$ cat src/rtl/rng_sequence_loader_pkg.sv
// rng_sequence_loader_pkg: FSM encoding and address map shared by the sequence loader.
package rng_sequence_loader_pkg;
  typedef enum logic [2:0] {
    IDLE     = 3'd0,
    WAIT_RNG = 3'd1,
    GAP      = 3'd2,
    WRITE    = 3'd3,
    DONE     = 3'd4
  } state_e;
  localparam logic [15:0] DEFAULT_BASE_ADDR = 16'h0400;
  localparam logic [15:0] RNG_SEED_ADDR     = 16'h07FE;
endpackage

$ cat src/rtl/rng_sequence_loader.sv
// rng_sequence_loader: once the LFSR generator releases the bus, stores a clamped-length
// sequence of spaced 4-bit random samples into consecutive memory words.
module rng_sequence_loader
  import rng_sequence_loader_pkg::*;
#(
  parameter logic [15:0] BASE_ADDR  = DEFAULT_BASE_ADDR,
  parameter int          MAX_LEN    = 64,
  parameter int          SAMPLE_GAP = 4
) (
  input  logic        clock,
  input  logic        nreset,
  input  logic        start,
  input  logic [7:0]  seq_len,
  input  logic        rng_busy,
  input  logic [15:0] rng_value,
  output logic [15:0] mem_address,
  output logic        mem_wr_en,
  output logic [15:0] mem_data_in,
  output logic        busy,
  output logic        done,
  output logic [7:0]  words_written
);
  localparam logic [7:0] MAX_LEN_8 = 8'(MAX_LEN);
  localparam logic [7:0] GAP_LOAD  = 8'(SAMPLE_GAP - 1);
  state_e      state_q, state_d;
  logic [7:0]  len_q, len_d, idx_q, idx_d, gap_q, gap_d, words_q, words_d;
  logic [15:0] addr_q, addr_d, data_q, data_d;
  logic        wr_q, wr_d, busy_q, busy_d, done_q, done_d;
  logic        last;
  logic        unused_rng;
  assign unused_rng    = ^rng_value[15:4];
  assign last          = idx_q == len_q - 8'd1;
  assign mem_address   = addr_q;
  assign mem_wr_en     = wr_q;
  assign mem_data_in   = data_q;
  assign busy          = busy_q;
  assign done          = done_q;
  assign words_written = words_q;
  always_ff @(posedge clock) state_q <= !nreset ? IDLE : state_d;
  always_comb begin
    state_d = state_q;
    case (state_q)
      IDLE:     state_d = !start ? IDLE : (seq_len == 8'd0 ? DONE : WAIT_RNG);
      WAIT_RNG: state_d = rng_busy ? WAIT_RNG : GAP;
      GAP:      state_d = rng_busy ? WAIT_RNG : (gap_q == 8'd0 ? WRITE : GAP);
      WRITE:    state_d = last ? DONE : GAP;
      default:  state_d = IDLE;
    endcase
  end
  always_comb begin
    len_d   = len_q;
    idx_d   = idx_q;
    words_d = words_q;
    gap_d   = gap_q;
    addr_d  = addr_q;
    data_d  = data_q;
    busy_d  = busy_q;
    wr_d    = 1'b0;
    done_d  = state_d == DONE;
    case (state_q)
      IDLE: if (start) begin
        len_d   = seq_len > MAX_LEN_8 ? MAX_LEN_8 : seq_len;
        idx_d   = 8'd0;
        words_d = 8'd0;
        busy_d  = 1'b1;
      end
      WAIT_RNG: gap_d = GAP_LOAD;
      GAP: if (!rng_busy) begin
        gap_d  = gap_q == 8'd0 ? gap_q : gap_q - 8'd1;
        addr_d = gap_q == 8'd0 ? BASE_ADDR + {8'd0, idx_q} : addr_q;
        data_d = gap_q == 8'd0 ? {12'd0, rng_value[3:0]} : data_q;
        wr_d   = gap_q == 8'd0;
      end
      WRITE: begin
        idx_d   = idx_q + 8'd1;
        words_d = words_q + 8'd1;
        gap_d   = GAP_LOAD;
      end
      DONE: busy_d = 1'b0;
      default: ;
    endcase
  end
  always_ff @(posedge clock) begin
    if (!nreset) begin
      len_q   <= '0;
      idx_q   <= '0;
      words_q <= '0;
      gap_q   <= '0;
      addr_q  <= '0;
      data_q  <= '0;
      wr_q    <= 1'b0;
      busy_q  <= 1'b0;
      done_q  <= 1'b0;
    end else begin
      len_q   <= len_d;
      idx_q   <= idx_d;
      words_q <= words_d;
      gap_q   <= gap_d;
      addr_q  <= addr_d;
      data_q  <= data_d;
      wr_q    <= wr_d;
      busy_q  <= busy_d;
      done_q  <= done_d;
    end
  end
endmodule

$ cat config.mk
export PLATFORM = sky130hd
export DESIGN_NAME = rng_sequence_loader
export DESIGN_NICKNAME = d
export VERILOG_FILES = /design/src/rtl/rng_sequence_loader_pkg.sv /design/src/rtl/rng_sequence_loader.sv
export SDC_FILE = /design/constraint.sdc
export NUM_CORES = 1
export LEC_CHECK = 0
export CORE_MARGIN = 4
export CORE_UTILIZATION = 45
export DETAILED_ROUTE_END_ITERATION = 8
export PLACE_DENSITY = 0.75
export SLEW_MARGIN = 20
export SYNTH_ARGS = -nofsm -noshare
export SYNTH_HDL_FRONTEND = slang
export SYNTH_SLANG_ARGS = --single-unit
export TNS_END_PERCENT = 10
$ cat constraint.sdc
create_clock -name clock -period 3.35 [get_ports clock]
set_input_delay 0.5025 -clock clock [delete_from_list [all_inputs] [get_ports clock]]
set_output_delay 0.5025 -clock clock [all_outputs]
set_load 0.1 [all_outputs]
==> impl_summary.txt, run 1 <==
----------------------------------------------------
[Outcome]
  Outcome ... completed

[Floorplan]
  CORE AREA ... 5920 um2
  Die height ... between 80 and 90 um
  Num ports ... 71
  Die width ... between 80 and 90 um
  Placement Rows ... 28
  Total die area ... ~7400 um2
  Starting utilization of the core area ... a little under half

[Global routing]
  Largest net degree at the start of global routing ... 39
  First-pass GRT wire length ... around 9.8 mm
  Overall Global Routing Usage ... 16.0%
  Antenna violations before repair ... 0
  Number of global-route vias before repair ... 2100
  Remaining Overflow, GRT ... 0

[Place]
  HPWL Detailed ... between 3 and 4 mm
  RePlAce Congestion ... 0.835
  Total of buffers placed on input and output ports ... 39
  Area after DPL ... just over 3000 um2

[Layout]
  Final-stage net count ... between 300 and 400
  Area growth from synthesis to final layout ... 15.8%
  Fraction of final layout cells sized beyond drive strength 1 ... under 10%
  Final antenna diode count ... 0
  Area of all placed cells without fillers ... roughly 3200 um2

[Setup path]
  Register-to-Register Path Depth ... 5
  CP Depth ... 1
  Required @ worst endpoint ... between 2 and 3 ns
  Worst stage delay on the critical path ... 1.17 ns
  Crit. End Element ... output port
  Critical path peak fanout ... 6
  Ordered list of cells on the worst path ... clkdlybuf4s50_1
  Sum of buffers and inverters on the critical path ... 1
  Critical path launch point type ... flip-flop
  Data arrival time at the worst-slack endpoint ... roughly 1.9 ns
  Critical-path cell with the highest stage delay ... clkdlybuf4s50_1
  Top delay family on crit path ... buffers and inverters
  Critical Setup Path Class ... flip-flop to output port

[Synthesis]
  Top-area cell type share of the netlist area ... a little under two fifths
  Avg Cell Area, Syn ... roughly 8.6 um2
  Register bit count reported by yosys ... 51
  Yosys warnings ... 0
  Primary flip-flop cell chosen by synthesis mapping ... dfxtp_1
  Synth top cells by count ... 51 x dfxtp_1, 28 x nor2_1, 27 x nand2_1
  Cell area after synthesis ... ~2700 um2
  Cell taking the most area after synthesis ... dfxtp_1
  Distinct cell type count of the synthesized netlist ... 55
  EDFF count, synth ... 0
  Cell types occupying the most area after synthesis ... dfxtp_1 37%, mux2i_1 6.6%, buf_4 5.8%, nor2b_1 4.8%, nor2_1 3.8%
  Post-Syn Instances ... around 320
  Sequential share of the synthesized area ... between 30% and 40%
  Most frequent cell after synthesis ... dfxtp_1
  Share of flip-flops with an asynchronous set or reset ... 0%

[Power]
  Share of total power in the clock network ... roughly 29%
  Maximum vdd drop ... 0.269 mV
  Switching power share of the total ... 33.7%
  Static power due to leakage ... 1.16 nW
  Proportion of power drawn by flip-flops and latches ... around half
  Net switching power ... around 0.43 mW
  Portion of total power attributed to combinational logic ... about a fifth
  PD cells ... 404 nW/um2
  Internal power summed over all cells ... approximately 0.85 mW

[Clock tree]
  Clock-pin transition on the worst setup and hold timing paths ... 0.11 ns
  Clock tree from TritonCTS ... yes
  Total setup buffers inserted after CTS ... 0
  Deepest clock path buffer count ... 2
  Clock Sinks ... ~50
  Clock network latency to the later pin of the worst-skew pair ... 0.31 ns
  # resized after CTS ... 0
  TritonCTS Buffers ... 5
  Clock tree root driver cell ... clkbuf_8
  CTS Hold Bufs ... 0
  Maximum level of the CTS H-tree ... 2

[STA]
  Number of pins with negative max-slew slack in the final report ... 0
  Final period demand of the worst path ... between 2 and 2.5 ns
  Slew Limit Headroom ... about a third
  Setup repair after global routing missed its margin ... false
  Period Utilization, post-route ... between 70% and 80%
  Total setup violations reported at the end of the flow ... 0
  Total Neg Setup Slack ... 0 ns
  Final hold viol count ... 0
  Least-Margin Pin Slew ... between 0.9 and 1 ns
  Worst hold slack ... 0.482 ns
  Highest attainable clock frequency ... around 410 MHz
  Post-Route Skew ... approximately 0.014 ns

[Route]
  Remaining DRCs ... 0
  Iteration-0 DRC count of the detailed router ... between 150 and 200
  Total Routed Length ... between 5 and 6 mm
  Antenna viol nets, final ... 0
  Router iterations before antenna repair ... 4
  Vias after detailed routing ... 2267
  Via density ... roughly 5.3
  Wire per inst ... roughly 13 um

[Min path]
  Instance count along the most critical hold path ... 1
  Worst min-delay path category ... flip-flop to flip-flop

[Run]
  Maximum capacitance violations ... 0

----------------------------------------------------
==> kinds of logic (layout without fill, tap and decap cells) <==
group	count (synthesis)	in the layout	synth area share, %
AND/OR/NAND/NOR	136	136	26.6
AO/OA/AOI/OAI	55	55	14.4
flip-flops	51	51	37.3
buffers and inverters	42	55	9.18
multiplexers	18	18	6.58
XOR/XNOR	11	11	3.52
adder cells (fa/ha/maj)	5	5	2.28
other	1	19	0.137
==> final cells by class <==
cell class	instances	area, um2
clock inverter	3	28.8
clock buffer	5	68.8
inverter	7	26.3
timing repair buffer	40	398
fill	553	2750
multi-input combinational	244	1540
sequential	51	1020
tap	75	93.8
==> sequential cells by signal, summed over array words and instances, names as in the netlist <==
register,flops
idx_q,8
done,1
busy,1
gap_q,8
mem_wr_en,1
mem_data_in,4
state_q,3
len_q,8
mem_address,9
words_written,8
==> cells in the final DEF, fill, tap and decap left out, types with 6 or more instances in the layout <==
master	synthesis	routed
inv_1	7	7
nand2_1	27	27
a21oi_1	13	13
mux2i_1	18	18
nor2_1	28	28
nand3_1	14	14
clkdlybuf4s50_1	0	39
nor2b_1	21	21
and2_1	6	6
xnor2_1	7	7
conb_1	1	19
dfxtp_1	51	51
a31oi_1	7	7
o21ai_0	9	9
==> worst paths after layout <==
path / start / endpoint / slack (ns)
max reg2reg: gap_q[3] / mem_address[2] / 1.17
min: mem_address[10] / mem_address[10] / 0.48
min reg2reg: mem_address[10] / mem_address[10] / 0.48
max: words_written[2] / words_written[2] / 0.92
==> power by group through the flow <==
| stage | Combinational, mW | Sequential (mW) | Clock, mW |
|---|---|---|---|
| after floorplan | 0.221 | 0.663 | 0 |
| after global routing | 0.283 | 0.642 | 0.418 |
| after CTS | 0.265 | 0.639 | 0.389 |
| after global placement | 0.259 | 0.652 | 0 |
| final | 0.265 | 0.640 | 0.376 |
| after detailed placement | 0.263 | 0.653 | 0 |
==> metrics by stage <==
step | utilization, % | setup WS [ns] | std cells | power [mW]
2_1_floorplan | - | 1.19 | 337 | 0.884
3_3_place_gp | 51.9 | 0.779 | 417 | 0.911
3_5_place_dp | 51.9 | 0.747 | 417 | 0.916
4_1_cts | 53.6 | 0.910 | 425 | 1.29
5_1_grt | 53.6 | 0.830 | 425 | 1.34
6_report | 53.6 | 0.924 | 425 | 1.28
==> worst register-to-register path: stages, from the launching register on <==
cell and delay (ns):
dfxtp_1 0.35, nor4_1 0.46, and3_1 0.25, and3b_1 0.69, mux2i_1 0.28, nor2b_1 0.06
==> routing by layer <==
layer | track usage [%] | part of all wire (%) | vias to the layer above
li1 | - | - | 1128
met1 | 21.9 | 47 | 1066
met2 | 25.6 | 46 | 66
met3 | 2.59 | 5.5 | 7
met4 | 5.18 | 1.3 | 0
met5 | 0 | 0 | -
No activity file was read; power rests on OpenSTA's default activity.
==> run 2: changes to the inputs <==
Clock period 3.35 ns to 2.35 ns, I/O delays scaled along.
==> impl_summary.txt, run 2 (synthesis gave the netlist of run 1 again) <==
----------------------------------------------------
[Outcome]
  Outcome ... completed

[Clock tree]
  TritonCTS Buffers ... 5 (unchanged)
  Clock network latency to the later pin of the worst-skew pair ... 0.31 ns (about the same)
  Deepest clock path buffer count ... 2 (unchanged)
  # resized after CTS ... 0 (unchanged)
  Clock Sinks ... 51 (unchanged)
  Clock tree from TritonCTS ... yes
  Maximum level of the CTS H-tree ... 2 (unchanged)
  Total setup buffers inserted after CTS ... 0 (unchanged)
  Clock-pin transition on the worst setup and hold timing paths ... 0.10 ns (about the same)
  CTS Hold Bufs ... 0 (unchanged)
  Clock tree root driver cell ... clkbuf_8

[Route]
  Iteration-0 DRC count of the detailed router ... 185 (+6.9%)
  Via density ... 5.30 (-0.64%)
  Router iterations before antenna repair ... 4 (unchanged)
  Wire per inst ... 13.1 um (-1.2%)
  Antenna viol nets, final ... 0 (unchanged)
  Remaining DRCs ... 0 (unchanged)
  Vias after detailed routing ... 2279 (+0.53%)
  Total Routed Length ... 5.62 mm (about the same)

[Setup path]
  Critical-path cell with the highest stage delay ... or4_1
  Required @ worst endpoint ... 2.55 ns (-0.30 ns)
  Worst stage delay on the critical path ... 0.63 ns (-0.54 ns)
  Crit. End Element ... flip-flop
  Data arrival time at the worst-slack endpoint ... 2.20 ns (+0.28 ns)
  Ordered list of cells on the worst path ... nand3b_1 -> or4_1 -> mux2i_1 -> and2_1
  Critical Setup Path Class ... flip-flop to flip-flop
  Flop-to-flop setup slack ... 0.35 ns (-0.82 ns)
  Critical path peak fanout ... 10 (+4)
  Critical path launch point type ... flip-flop
  Sum of buffers and inverters on the critical path ... 0 (-1)
  Top delay family on crit path ... simple AND/OR/NAND/NOR gates

[Power]
  Portion of total power attributed to combinational logic ... 21.2% (+0.5 points)
  Net switching power ... 0.598 mW (+38%)
  PD cells ... 575 nW/um2 (+42%)
  Proportion of power drawn by flip-flops and latches ... 50.4% (+0.4 points)
  Static power due to leakage ... 1.24 nW (+6.1%)
  Switching power share of the total ... 33.1% (-0.64 points)
  Share of total power in the clock network ... 28.3% (-1.0 points)
  Internal power summed over all cells ... 1.21 mW (+42%)
  Post-layout total power ... 1.81 mW (+41%)
  Maximum vdd drop ... 0.292 mV (+8.4%)

[Layout]
  Final-stage net count ... 387 (+1.3%)
  Fraction of final layout cells sized beyond drive strength 1 ... 14.9% (+8.1 points)
  Final antenna diode count ... 0 (unchanged)
  Commonest non-fill, non-tap cell in the layout ... dfxtp_1
  Area growth from synthesis to final layout ... 14.7%
  FILL cells ... 581 (+5.1%)
  Number of flip-flops in the largest register ... 9 (unchanged)
  Commonest cells after routing, fill and taps aside ... 51 x dfxtp_1, 30 x buf_4, 28 x nor2_1

[STA]
  Setup repair after global routing missed its margin ... false
  Worst hold slack ... 0.479 ns (-0.00237 ns)
  Final hold viol count ... 0 (unchanged)
  Number of pins with negative max-slew slack in the final report ... 0 (unchanged)
  Total Neg Setup Slack ... 0 ns (unchanged)
  Highest attainable clock frequency ... 500 MHz
  Final period demand of the worst path ... around 2 ns
  Period Utilization, post-route ... 85.1%
  Total setup violations reported at the end of the flow ... 0 (unchanged)
  Post-Route Skew ... 0.0150 ns (+0.00126 ns)

[Run]
  Maximum capacitance violations ... 0 (unchanged)

[Global routing]
  Remaining Overflow, GRT ... 0 (unchanged)
  First-pass GRT wire length ... 9.79 mm (about the same)
  Largest net degree at the start of global routing ... 36 (-7.7%)
  Number of global-route vias before repair ... 2107 (+0.33%)
  Antenna violations before repair ... 0 (unchanged)
  Overall Global Routing Usage ... 16.2% (+0.17 points)

[Place]
  Total of buffers placed on input and output ports ... 39 (unchanged)
  RePlAce Congestion ... 0.823 (-1.4%)
  HPWL Detailed ... 4.10 mm (+2.5%)

[Floorplan]
  Die height ... 86.0 um (unchanged)
  CORE AREA ... 5920 um2 (unchanged)
  Placement Rows ... 28 (unchanged)
  Num ports ... 71 (unchanged)
  Total die area ... 7400 um2 (unchanged)
  Die width ... 86.0 um (unchanged)
  Starting utilization of the core area ... 46.3% (unchanged)

[Min path]
  Worst min-delay path category ... flip-flop to flip-flop

----------------------------------------------------
run 2: changes by cell type in the layout (fill, tap and decap cells not counted):
cell | previous run | this run
clkdlybuf4s50_1 | 39 | 15
clkinv_2 | 0 | 1
clkinv_4 | 2 | 1
inv_6 | 0 | 1
inv_8 | 1 | 0
buf_4 | 1 | 30
run 2: metal layers:
metal  track usage, %  routed length (um)
met1             21.4                2580
met5                0                   0
met2             26.3                2610
met4             5.04                  57
met3             3.46                 376
run 2: path summary, 6_finish.rpt:
kind                 endpoint       startpoint  depth (start not counted)
min           mem_address[10]  mem_address[10]                          1
max reg2reg  words_written[7]       state_q[1]                          4
min reg2reg   mem_address[10]  mem_address[10]                          1
max          words_written[7]       state_q[1]                          4
run 2: final cells by class:
class                   instances  area (um2)  area share (%)
repair buffers                 45         375            11.9
multi-input cells             244        1540            48.8
flip-flops and latches         51        1020            32.5
inverters                       7        26.3           0.836
clock inverters                 3        22.5           0.717
clock buffers                   5        68.8            2.19
well taps                      75        93.8            2.99
run 2: power groups by stage:
stage / combinational (mW) / clock, mW / sequential [mW]
6_report: 0.384 / 0.512 / 0.911
5_1_grt: 0.411 / 0.576 / 0.916
4_1_cts: 0.383 / 0.532 / 0.911
3_5_place_dp: 0.382 / 0 / 0.931
3_3_place_gp: 0.376 / 0 / 0.930
2_1_floorplan: 0.315 / 0 / 0.945
run 2: stage by stage:
step	util, %	setup WS, ns	instance area, um2	instances
final	53.1	0.350	3140	430
after floorplan	-	0.192	2810	337
after CTS	53.1	0.357	3140	430
after global routing	53.1	0.186	3140	430
after detailed placement	51.5	0.193	3050	422
after global placement	51.5	0.237	3050	422
